`src/rtl/bus_io_port_if.sv`:
```
// Processor memory-bus and TX/RX byte-stream signal bundle for bus_io_port.
// The slave modport is the responder's view; the master modport is the CPU/stream side.
interface bus_io_port_if;
  logic [15:0] ADDR_IN;
  logic [7:0]  DATA_IN;
  logic        WE_bar;
  logic        OE_bar;
  logic [7:0]  DATA_OUT;
  logic        DATA_OE_bar;
  logic [7:0]  TX_DATA;
  logic        TX_VALID;
  logic        TX_READY;
  logic [7:0]  RX_DATA;
  logic        RX_VALID;
  logic        RX_READY;

  modport slave (
    input  ADDR_IN, DATA_IN, WE_bar, OE_bar, TX_READY, RX_DATA, RX_VALID,
    output DATA_OUT, DATA_OE_bar, TX_DATA, TX_VALID, RX_READY
  );

  modport master (
    output ADDR_IN, DATA_IN, WE_bar, OE_bar, TX_READY, RX_DATA, RX_VALID,
    input  DATA_OUT, DATA_OE_bar, TX_DATA, TX_VALID, RX_READY
  );
endinterface

```
`src/rtl/bus_io_port.sv`:
```
// Memory-mapped byte I/O responder: bus writes feed a TX FIFO drained by a valid/ready
// stream, and a valid/ready stream fills an RX FIFO that bus reads of DATA pop.
module bus_io_port #(
  parameter int          DELAY_RISE = 0,
  parameter int          DELAY_FALL = 0,
  parameter logic [15:0] BASE_ADDR  = 16'hFF00,
  parameter int unsigned TX_DEPTH   = 4,
  parameter int unsigned RX_DEPTH   = 4
) (
  input  logic         CLK,
  input  logic         RST,
  bus_io_port_if.slave bus
);

  localparam int unsigned TX_AW = $clog2(TX_DEPTH);
  localparam int unsigned TX_PW = TX_AW + 1;
  localparam int unsigned RX_AW = $clog2(RX_DEPTH);
  localparam int unsigned RX_PW = RX_AW + 1;

  // Output delays are a simulation-only notion; only their sanity is checked here.
  if (BASE_ADDR[1:0] != 2'b00 || TX_DEPTH < 2 || RX_DEPTH < 2 ||
      (TX_DEPTH & (TX_DEPTH - 1)) != 0 || (RX_DEPTH & (RX_DEPTH - 1)) != 0 ||
      DELAY_RISE < 0 || DELAY_FALL < 0) begin : g_bad_params
    $error("bus_io_port: illegal parameter combination");
  end

  logic [TX_PW-1:0] tx_wr_q, tx_wr_d, tx_rd_q, tx_rd_d;
  logic [RX_PW-1:0] rx_wr_q, rx_wr_d, rx_rd_q, rx_rd_d;
  logic             err_q, err_d;
  logic [7:0]       tx_mem_q [TX_DEPTH];
  logic [7:0]       rx_mem_q [RX_DEPTH];

  logic       hit, wr, rd;
  logic [1:0] off;
  logic       data_wr, data_rd, ctrl_wr;
  logic       tx_full, tx_empty, rx_full, rx_empty;
  logic       tx_flush, rx_flush, err_clr, err_set;
  logic       tx_push, tx_pop, rx_push, rx_pop;
  logic [7:0] rdata;

  assign tx_empty = (tx_wr_q == tx_rd_q);
  assign tx_full  = (tx_wr_q[TX_AW] != tx_rd_q[TX_AW]) &&
                    (tx_wr_q[TX_AW-1:0] == tx_rd_q[TX_AW-1:0]);
  assign rx_empty = (rx_wr_q == rx_rd_q);
  assign rx_full  = (rx_wr_q[RX_AW] != rx_rd_q[RX_AW]) &&
                    (rx_wr_q[RX_AW-1:0] == rx_rd_q[RX_AW-1:0]);

  // Address decode; a write strobe overrides a simultaneous read strobe.
  always_comb begin
    hit     = (bus.ADDR_IN[15:2] == BASE_ADDR[15:2]);
    off     = bus.ADDR_IN[1:0];
    wr      = hit & ~bus.WE_bar;
    rd      = hit & bus.WE_bar & ~bus.OE_bar;
    data_wr = wr & (off == 2'd0);
    data_rd = rd & (off == 2'd0);
    ctrl_wr = wr & (off == 2'd2);
  end

  // FIFO pointer and sticky error next state; a flush discards same-edge traffic.
  always_comb begin
    tx_flush = ctrl_wr & bus.DATA_IN[1];
    rx_flush = ctrl_wr & bus.DATA_IN[2];
    err_clr  = ctrl_wr & bus.DATA_IN[0];
    tx_push  = data_wr & ~tx_full & ~tx_flush;
    tx_pop   = ~tx_empty & bus.TX_READY & ~tx_flush;
    rx_push  = bus.RX_VALID & ~rx_full & ~RST & ~rx_flush;
    rx_pop   = data_rd & ~rx_empty & ~rx_flush;
    err_set  = (data_wr & tx_full & ~tx_flush) | (data_rd & rx_empty & ~rx_flush);

    tx_wr_d = tx_wr_q;
    tx_rd_d = tx_rd_q;
    rx_wr_d = rx_wr_q;
    rx_rd_d = rx_rd_q;
    if (tx_flush) tx_rd_d = tx_wr_q;
    if (tx_push)  tx_wr_d = tx_wr_q + TX_PW'(1);
    if (tx_pop)   tx_rd_d = tx_rd_q + TX_PW'(1);
    if (rx_flush) rx_rd_d = rx_wr_q;
    if (rx_push)  rx_wr_d = rx_wr_q + RX_PW'(1);
    if (rx_pop)   rx_rd_d = rx_rd_q + RX_PW'(1);
    err_d = err_set | (err_q & ~err_clr);
  end

  always_ff @(posedge CLK or posedge RST) begin
    if (RST) begin
      tx_wr_q <= '0;
      tx_rd_q <= '0;
      rx_wr_q <= '0;
      rx_rd_q <= '0;
      err_q   <= 1'b0;
    end else begin
      tx_wr_q <= tx_wr_d;
      tx_rd_q <= tx_rd_d;
      rx_wr_q <= rx_wr_d;
      rx_rd_q <= rx_rd_d;
      err_q   <= err_d;
    end
  end

  // Storage keeps its contents across reset; only the pointers are cleared.
  always_ff @(posedge CLK) begin
    if (tx_push) tx_mem_q[tx_wr_q[TX_AW-1:0]] <= bus.DATA_IN;
    if (rx_push) rx_mem_q[rx_wr_q[RX_AW-1:0]] <= bus.RX_DATA;
  end

  always_comb begin
    rdata = 8'h00;
    if (rd) begin
      case (off)
        2'd0:    if (!rx_empty) rdata = rx_mem_q[rx_rd_q[RX_AW-1:0]];
        2'd1:    rdata = {3'b000, err_q, tx_full, tx_empty, rx_full, ~rx_empty};
        default: rdata = 8'h00;
      endcase
    end
  end

  assign bus.DATA_OUT    = rdata;
  assign bus.DATA_OE_bar = ~rd;
  assign bus.TX_DATA     = tx_mem_q[tx_rd_q[TX_AW-1:0]];
  assign bus.TX_VALID    = ~tx_empty;
  assign bus.RX_READY    = ~rx_full & ~RST;

endmodule

```
`src/flat_wrapper.sv`:
```
// flat-port wrapper written by rule: the top's interface ports become plain ports
module bus_io_port_flat 
#(
  parameter int          DELAY_RISE = 0,
  parameter int          DELAY_FALL = 0,
  parameter logic [15:0] BASE_ADDR  = 16'hFF00,
  parameter int unsigned TX_DEPTH   = 4,
  parameter int unsigned RX_DEPTH   = 4
)
  (CLK, RST, bus_ADDR_IN, bus_DATA_IN, bus_WE_bar, bus_OE_bar, bus_TX_READY, bus_RX_DATA, bus_RX_VALID, bus_DATA_OUT, bus_DATA_OE_bar, bus_TX_DATA, bus_TX_VALID, bus_RX_READY);
  bus_io_port_if bus_i ();
  input  logic CLK;
  input  logic RST;
  input wire logic [$bits(bus_i.ADDR_IN)-1:0] bus_ADDR_IN;
  input wire logic [$bits(bus_i.DATA_IN)-1:0] bus_DATA_IN;
  input wire logic [$bits(bus_i.WE_bar)-1:0] bus_WE_bar;
  input wire logic [$bits(bus_i.OE_bar)-1:0] bus_OE_bar;
  input wire logic [$bits(bus_i.TX_READY)-1:0] bus_TX_READY;
  input wire logic [$bits(bus_i.RX_DATA)-1:0] bus_RX_DATA;
  input wire logic [$bits(bus_i.RX_VALID)-1:0] bus_RX_VALID;
  output wire logic [$bits(bus_i.DATA_OUT)-1:0] bus_DATA_OUT;
  output wire logic [$bits(bus_i.DATA_OE_bar)-1:0] bus_DATA_OE_bar;
  output wire logic [$bits(bus_i.TX_DATA)-1:0] bus_TX_DATA;
  output wire logic [$bits(bus_i.TX_VALID)-1:0] bus_TX_VALID;
  output wire logic [$bits(bus_i.RX_READY)-1:0] bus_RX_READY;
  assign bus_i.ADDR_IN = bus_ADDR_IN;
  assign bus_i.DATA_IN = bus_DATA_IN;
  assign bus_i.WE_bar = bus_WE_bar;
  assign bus_i.OE_bar = bus_OE_bar;
  assign bus_i.TX_READY = bus_TX_READY;
  assign bus_i.RX_DATA = bus_RX_DATA;
  assign bus_i.RX_VALID = bus_RX_VALID;
  assign bus_DATA_OUT = bus_i.DATA_OUT;
  assign bus_DATA_OE_bar = bus_i.DATA_OE_bar;
  assign bus_TX_DATA = bus_i.TX_DATA;
  assign bus_TX_VALID = bus_i.TX_VALID;
  assign bus_RX_READY = bus_i.RX_READY;
  bus_io_port #(.DELAY_RISE(DELAY_RISE), .DELAY_FALL(DELAY_FALL), .BASE_ADDR(BASE_ADDR), .TX_DEPTH(TX_DEPTH), .RX_DEPTH(RX_DEPTH)) u_core (.CLK(CLK), .RST(RST), .bus(bus_i));
endmodule
```
`config.mk`:
```
export PLATFORM = sky130hd
export DESIGN_NAME = bus_io_port_flat
export DESIGN_NICKNAME = d
export VERILOG_FILES = /design/src/rtl/bus_io_port_if.sv /design/src/rtl/bus_io_port.sv /design/src/flat_wrapper.sv
export SDC_FILE = /design/constraint.sdc
export NUM_CORES = 1
export LEC_CHECK = 0
export ABC_AREA = 0
export BUFFER_PORTS_ARGS = -buffer_cell sky130_fd_sc_hd__buf_2
export CAP_MARGIN = 15
export CELL_PAD_IN_SITES_DETAIL_PLACEMENT = 1
export CELL_PAD_IN_SITES_GLOBAL_PLACEMENT = 1
export CORE_ASPECT_RATIO = 1.75
export CORE_UTILIZATION = 45
export DETAILED_ROUTE_END_ITERATION = 10
export GPL_TIMING_DRIVEN = 0
export PLACE_DENSITY_LB_ADDON = 0.1
export SETUP_SLACK_MARGIN = 0.15
export SYNTH_ARGS = -nofsm -noshare
export SYNTH_HDL_FRONTEND = slang
export SYNTH_SLANG_ARGS = --single-unit
```
`constraint.sdc`:
```
create_clock -name CLK -period 2.5 [get_ports CLK]
set_input_delay 0.5 -clock CLK [delete_from_list [all_inputs] [get_ports CLK]]
set_output_delay 0.5 -clock CLK [all_outputs]
set_load 0.01 [all_outputs]
```
# [Yosys cells after proc, flatten, opt, wreduce, memory -nomap -nowiden]
# Memory sizes are Yosys's and may differ from the RTL's.
# Index checks and enable logic that the tools add are counted.
[totals] output_inout_bits=19 memories=2 ramBits=64 reg_bits=13
[classes] muxes=11 n_eq_ne=9 addsub=4 bitwise=37 reduce_logical=5
[mem_list] memory="u_core.rx_mem_q" words=4 word_bits=8 read_ports=1 rd_clocked_by_memory_dff=0 write_ports=1 line="bus_io_port.sv:31" source="logic [7:0] rx_mem_q [RX_DEPTH];"
[mem_list] memory="u_core.tx_mem_q" words=4 word_bits=8 read_ports=1 rd_clocked_by_memory_dff=0 write_ports=1 line="bus_io_port.sv:30" source="logic [7:0] tx_mem_q [TX_DEPTH];"
[ops] operator="1-bit bitwise AND" n=24
[ops] operator="8-bit two-way mux" n=2
[ops] operator="8-bit one-hot mux with 2 select lines" n=1
[ops] operator="14-bit == test, second input constant" n=1
[ops] operator="3-bit by 1-bit adder with 3-bit output, second input constant" n=4
[ops] operator="3-bit two-way mux" n=4
[ops] operator="1-bit inverter" n=11
[ops] operator="3-bit == test" n=2
[ops] operator="2-bit == test" n=2
[ops] operator="1-bit two-way mux" n=4
[ops] operator="2-bit nonzero test" n=2
[ops] operator="2-bit by 1-bit == test with 1-bit output, second input constant" n=1
[ops] operator="2-bit == test, second input constant" n=1
[ops] operator="1-bit logical AND" n=2
[ops] operator="2-bit zero test" n=1
[ops] operator="1-bit != test" n=2
[ops] operator="1-bit bitwise OR" n=2

# [Logic depth before layout (Yosys ltp)]
[logic_depth] ltp_word=8 depth_mapped=7 mapped_depth_nobuf=6

# [Worst setup path after synthesis]
# No wires, ideal clock.
[synth_timing] path_kind="input port to flip-flop" startpoint="input port bus_ADDR_IN[3]" endpoint="register u_core.rx_rd_q[2]" arrival_ps=2324 path_buffers=0 required_time_ps=2374 slack_ps=50 setup_time_ps=126 path_stages=6 path_cell_list="or4_4 > nor4_4 > inv_2 > nor4_4 > mux2_2 > a311o_1"
[synth_between] elab_chain_len=7 word_cells_on_any_way=12 cone_classes="eq/ne: 1; mux: 1; bitwise: 9; reduce/logical: 1"
[synth_rtl] element="start, declared" line="flat_wrapper.sv:14" source="input wire logic [$bits(bus_i.ADDR_IN)-1:0] bus_ADDR_IN;"
[synth_rtl] element="14-bit == test *" line="bus_io_port.sv:50" source="hit = (bus.ADDR_IN[15:2] == BASE_ADDR[15:2]);"
[synth_rtl] element="1-bit bitwise AND, on equally long branches" line="bus_io_port.sv:53, bus_io_port.sv:52"
[synth_rtl] element="1-bit bitwise AND, on equally long branches" line="bus_io_port.sv:53, bus_io_port.sv:56"
[synth_rtl] element="1-bit bitwise AND, on equally long branches" line="bus_io_port.sv:55, bus_io_port.sv:62"
[synth_rtl] element="1-bit bitwise AND or 1-bit inverter (tied branches)" line="bus_io_port.sv:67" source="rx_pop = data_rd & ~rx_empty & ~rx_flush;"
[synth_rtl] element="1-bit bitwise AND" line="bus_io_port.sv:67"
[synth_rtl] element="3-bit two-way mux or 2-bit nonzero test (tied branches)"
[synth_rtl] element="end signal, assigned" line="bus_io_port.sv:94" source="rx_rd_q <= rx_rd_d;"
[synth_rtl] element="end, declared" line="bus_io_port.sv:28" source="logic [RX_PW-1:0] rx_wr_q, rx_wr_d, rx_rd_q, rx_rd_d;"
# Every way passes the cells marked *; elsewhere a longest branch is shown, timed or not.
# A chain may end at the register's enable or synchronous reset.

# [Worst setup path after layout]
[layout_timing] startpoint="input port bus_ADDR_IN[4]" endpoint="output port bus_DATA_OUT[4]"
[layout_between] elab_chain_len=4
[layout_rtl] element="14-bit == test" line="bus_io_port.sv:50"
[layout_rtl] element="1-bit bitwise AND (2 in series)" line="bus_io_port.sv:53" source="rd = hit & bus.WE_bar & ~bus.OE_bar;"
[layout_rtl] element="8-bit two-way mux" line="bus_io_port.sv:107" source="if (rd) begin"
[layout_rtl] element="end, declared" line="flat_wrapper.sv:21" source="output wire logic [$bits(bus_i.DATA_OUT)-1:0] bus_DATA_OUT;"
# No other way between the ends.

==> flow_metrics.py <==
metrics = {
    "timing": {
        "skew_ns": 0.00484,
        "setup_viol": 7,
        "worst_slew_pin_slew_ns": 0.538,
        "hold_viol": 0,
        "drv_slew": 0,
        "worst_slack_ns": -0.165,
        "fmax_mhz": 375,
        "fin_crit_sh_pct": 107,
        "period_minus_slack_ns": 2.66,
        "grt_setup_unrepaired": "true",
        "relSlewSlack_pct": 64.1,
    },
    "yosys": {
        "synth_cell_type_count": 39,
        "synth-seq-cells": 77,
        "synthXorXnorAreaFrac_pct": 3.33,
        "yosys_warnings": 0,
        "netlist_top_cells_area": "edfxtp_1 56%, mux4_2 11%, dfrtp_1 9.5%",
        "post-synth-top-area-fraction_pct": 56.2,
        "synth_fp_nets": 253,
        "synth-compound-area-share_pct": 3.18,
        "synth_area_um2": 3420,
        "yosysSeqAreaShare_pct": 65.7,
        "synth-simple-area-share_pct": 9.69,
        "syn_inst": 205,
        "postSynthAreaPerCell_um2": 16.7,
        "yosys.area_share.adder_pct": 3.66,
        "synth_top_family_by_area": "multiplexers",
        "post-synth-top-area-cell": "edfxtp_1",
        "synth_mux_area_share_pct": 11.8,
    },
    "global_routing": {
        "grt_max_degree": 14,
        "antenna_found_initial": 0,
        "grt_usage_pct": 20.3,
        "grt_pass1_vias": 2239,
        "overflow": 0,
        "grt_pass1_wl_mm": 11.2,
    },
    "power": {
        "power_density_nw_per_um2": 829,
        "clkPwrFrac_pct": 33.3,
        "switching_share_pct": 27.8,
        "intPower_mw": 2.53,
        "combinationalPowerShare_pct": 21.9,
        "p_seq_share_pct": 44.8,
        "switching_power_mw": 0.973,
        "peakVddDrop_uv": 649,
        "leakage_nw": 1.61,
        "power.total_mw": 3.50,
    },
    "clock_network": {
        "cts_hold_buf": 0,
        "tritoncts": "yes",
        "cts_buffers": 9,
        "clockBufferDepth": 2,
        "clk_latency_ns": 0.33,
        "cts_root_buffer": "clkbuf_16",
        "clk_pin_slew_ns": 0.06,
        "cts-htree-levels": 3,
        "clock-sinks": 77,
    },
    "place": {
        "io_buffers": 56,
        "dp_hpwl_mm": 5.14,
        "gp_congestion": 0.706,
    },
    "setup_path": {
        "cp_max_fo": 8,
        "slowest_delay_ns": 0.56,
        "path_class": "primary input to output port",
        "endpoint_kind": "output port",
        "startpoint_type": "primary input",
        "cp_cell_sequence": "buf_6 -> or4_4 -> nor4_4 -> nand3b_1 -> clkbuf_8 -> o22ai_1 -> buf_2",
        "worst_ep_required_time_ns": 2.00,
        "cp_data_arrival_time_ns": 2.16,
        "cp_slowest_cell": "or4_4",
        "path_delay_family": "simple AND/OR/NAND/NOR gates",
        "worst-path-buf-inv": 3,
    },
    "route": {
        "wl_per_cell_um": 18.9,
        "wl_mm": 6.97,
        "drc": 0,
        "drtAntennaViolNets": 0,
        "vias": 1967,
        "drt-pass1-iter-count": 4,
        "vias_per_cell": 5.33,
        "first_iter_violations": 122,
    },
    "floorplan": {
        "die_x_um": 67.9,
        "core_area_um2": 7280,
        "ios": 57,
        "rows": 41,
        "start_util_pct": 47.0,
        "die_h_um": 117,
        "die-area_um2": 7970,
    },
    "cells_and_area": {
        "drive_gt1_share_pct": 43.1,
        "utilization_pct": 58.0,
        "antenna_cells": 0,
        "area_growth_pct": 23.4,
        "fin_nets": 326,
        "layout_commonest_cell": "edfxtp_1",
        "final_cell_mix": "64 x edfxtp_1, 55 x buf_2, 17 x inv_1, 16 x mux4_2, 13 x dfrtp_1",
    },
    "outcome": {
        "run_status": "finished, violations left",
        "violations": "setup timing",
    },
    "flow_run": {
        "cap_violations": 0,
    },
    "worst_hold_path": {
        "hold_class": "primary input to asynchronous set/reset pin",
    },
}
==> flip-flops by register name (all words and copies together), names as in the netlist <==
signal	count
u_core.tx_rd_q	3
u_core.err_q	1
u_core.tx_mem_q	32
u_core.rx_mem_q	32
u_core.rx_rd_q	3
u_core.tx_wr_q	3
u_core.rx_wr_q	3
==> worst register-to-register path, cell delays in order, from the launching register on <==
cell and delay [ns]:
dfrtp_1 0.39, buf_4 0.19, xnor2_1 0.16, and3b_2 0.28, nor4_4 0.37, mux2_4 0.33, a311o_1 0.33
==> synth_stat cells, drive strengths merged <==
master	n
nand4	1
mux4	16
and3b	1
inv	18
nand2	5
ha	10
o221ai	1
a311o	1
mux2	3
nand3	6
nand3b	2
o31ai	2
mux2i	1
nand4b	1
and2	4
xnor2	7
a21boi	1
and3	2
o22ai	5
or4	1
xor2	6
and4	1
o21ai	2
dfrtp	13
nand4bb	1
nor4	4
a21oi	1
clkbuf	2
edfxtp	64
a31oi	2
a32oi	1
nor2b	5
nor2	11
or3	1
buf	3
==> routing by layer <==
| layer | track usage (%) | share of wire (%) | wire length (um) |
|---|---|---|---|
| met1 | 19.7 | 34 | 2380 |
| met5 | 0 | 0 | 0 |
| met2 | 37.7 | 60 | 4190 |
| met4 | 8.20 | 1.6 | 113 |
| met3 | 5.45 | 4.0 | 282 |
==> stage by stage <==
step                      worst slack, ns  cell area (um2)  hold slack (ns)  std cells  setup TNS [ns]
after CTS                         -0.0911             4200            0.230        368          -0.296
after global routing               -0.222             4220            0.278        369           -1.15
final                              -0.165             4220            0.214        369          -0.725
after detailed placement           -0.298             3810            0.493        347          -15.83
after floorplan                     0.127             3420            0.377        205               0
after global placement             -0.259             3810            0.497        347          -13.04
==> what timing repair did <==
action                                  4_1_cts  5_1_grt
hold endpoints to repair                      0        0
pin swaps                                     5        1
buffers inserted                              5        1
resized for setup                            22        6
endpoints found under the setup margin       58       42
==> power groups by stage <==
stage	sequential, mW	clock (mW)	combinational [mW]
final	1.57	1.17	0.766
after global routing	1.58	1.23	0.858
after floorplan	1.58	0	0.525
after CTS	1.57	1.18	0.774
after global placement	1.59	0	0.733
after detailed placement	1.60	0	0.756
==> worst paths after layout <==
path / startpoint / endpoint / slack (ns) / cells past startpoint
max in group asynchronous: RST / u_core.tx_wr_q[2]$_DFFE_PP0P_ / 1.93 / 2
worst max register to register: u_core.rx_rd_q[1]$_DFFE_PP0P_ / u_core.rx_rd_q[2]$_DFFE_PP0P_ / 0.33 / 6
worst min register to register: u_core.err_q$_DFF_PP0_ / u_core.err_q$_DFF_PP0_ / 0.50 / 2
min in group CLK: bus_RX_DATA[4] / u_core.rx_mem_q[2][4]$_DFFE_PP_ / 0.38 / 1
worst max-delay path: bus_ADDR_IN[4] / bus_DATA_OUT[4] / -0.16 / 7
worst min-delay path: RST / u_core.rx_wr_q[2]$_DFFE_PP0P_ / 0.21 / 2
==> cell families (layout without fill, tap and decap cells) <==
group,count (synthesis),in the layout
flip-flops,77,77
AO/OA/AOI/OAI,16,16
buffers and inverters,23,101
adder cells (fa/ha/maj),10,10
AND/OR/NAND/NOR,46,46
multiplexers,20,20
XOR/XNOR,13,13
==> final cells by class <==
class / instances / area [um2]
Buffer: 5 / 38.8
Tap cell: 86 / 108
Fill cell: 719 / 3060
Clock inverter: 5 / 36.3
Multi-Input combinational cell: 105 / 1140
Sequential cell: 77 / 2250
Timing Repair Buffer: 62 / 349
Clock buffer: 11 / 233
Inverter: 18 / 67.6
(Power assumes the default switching activity.)
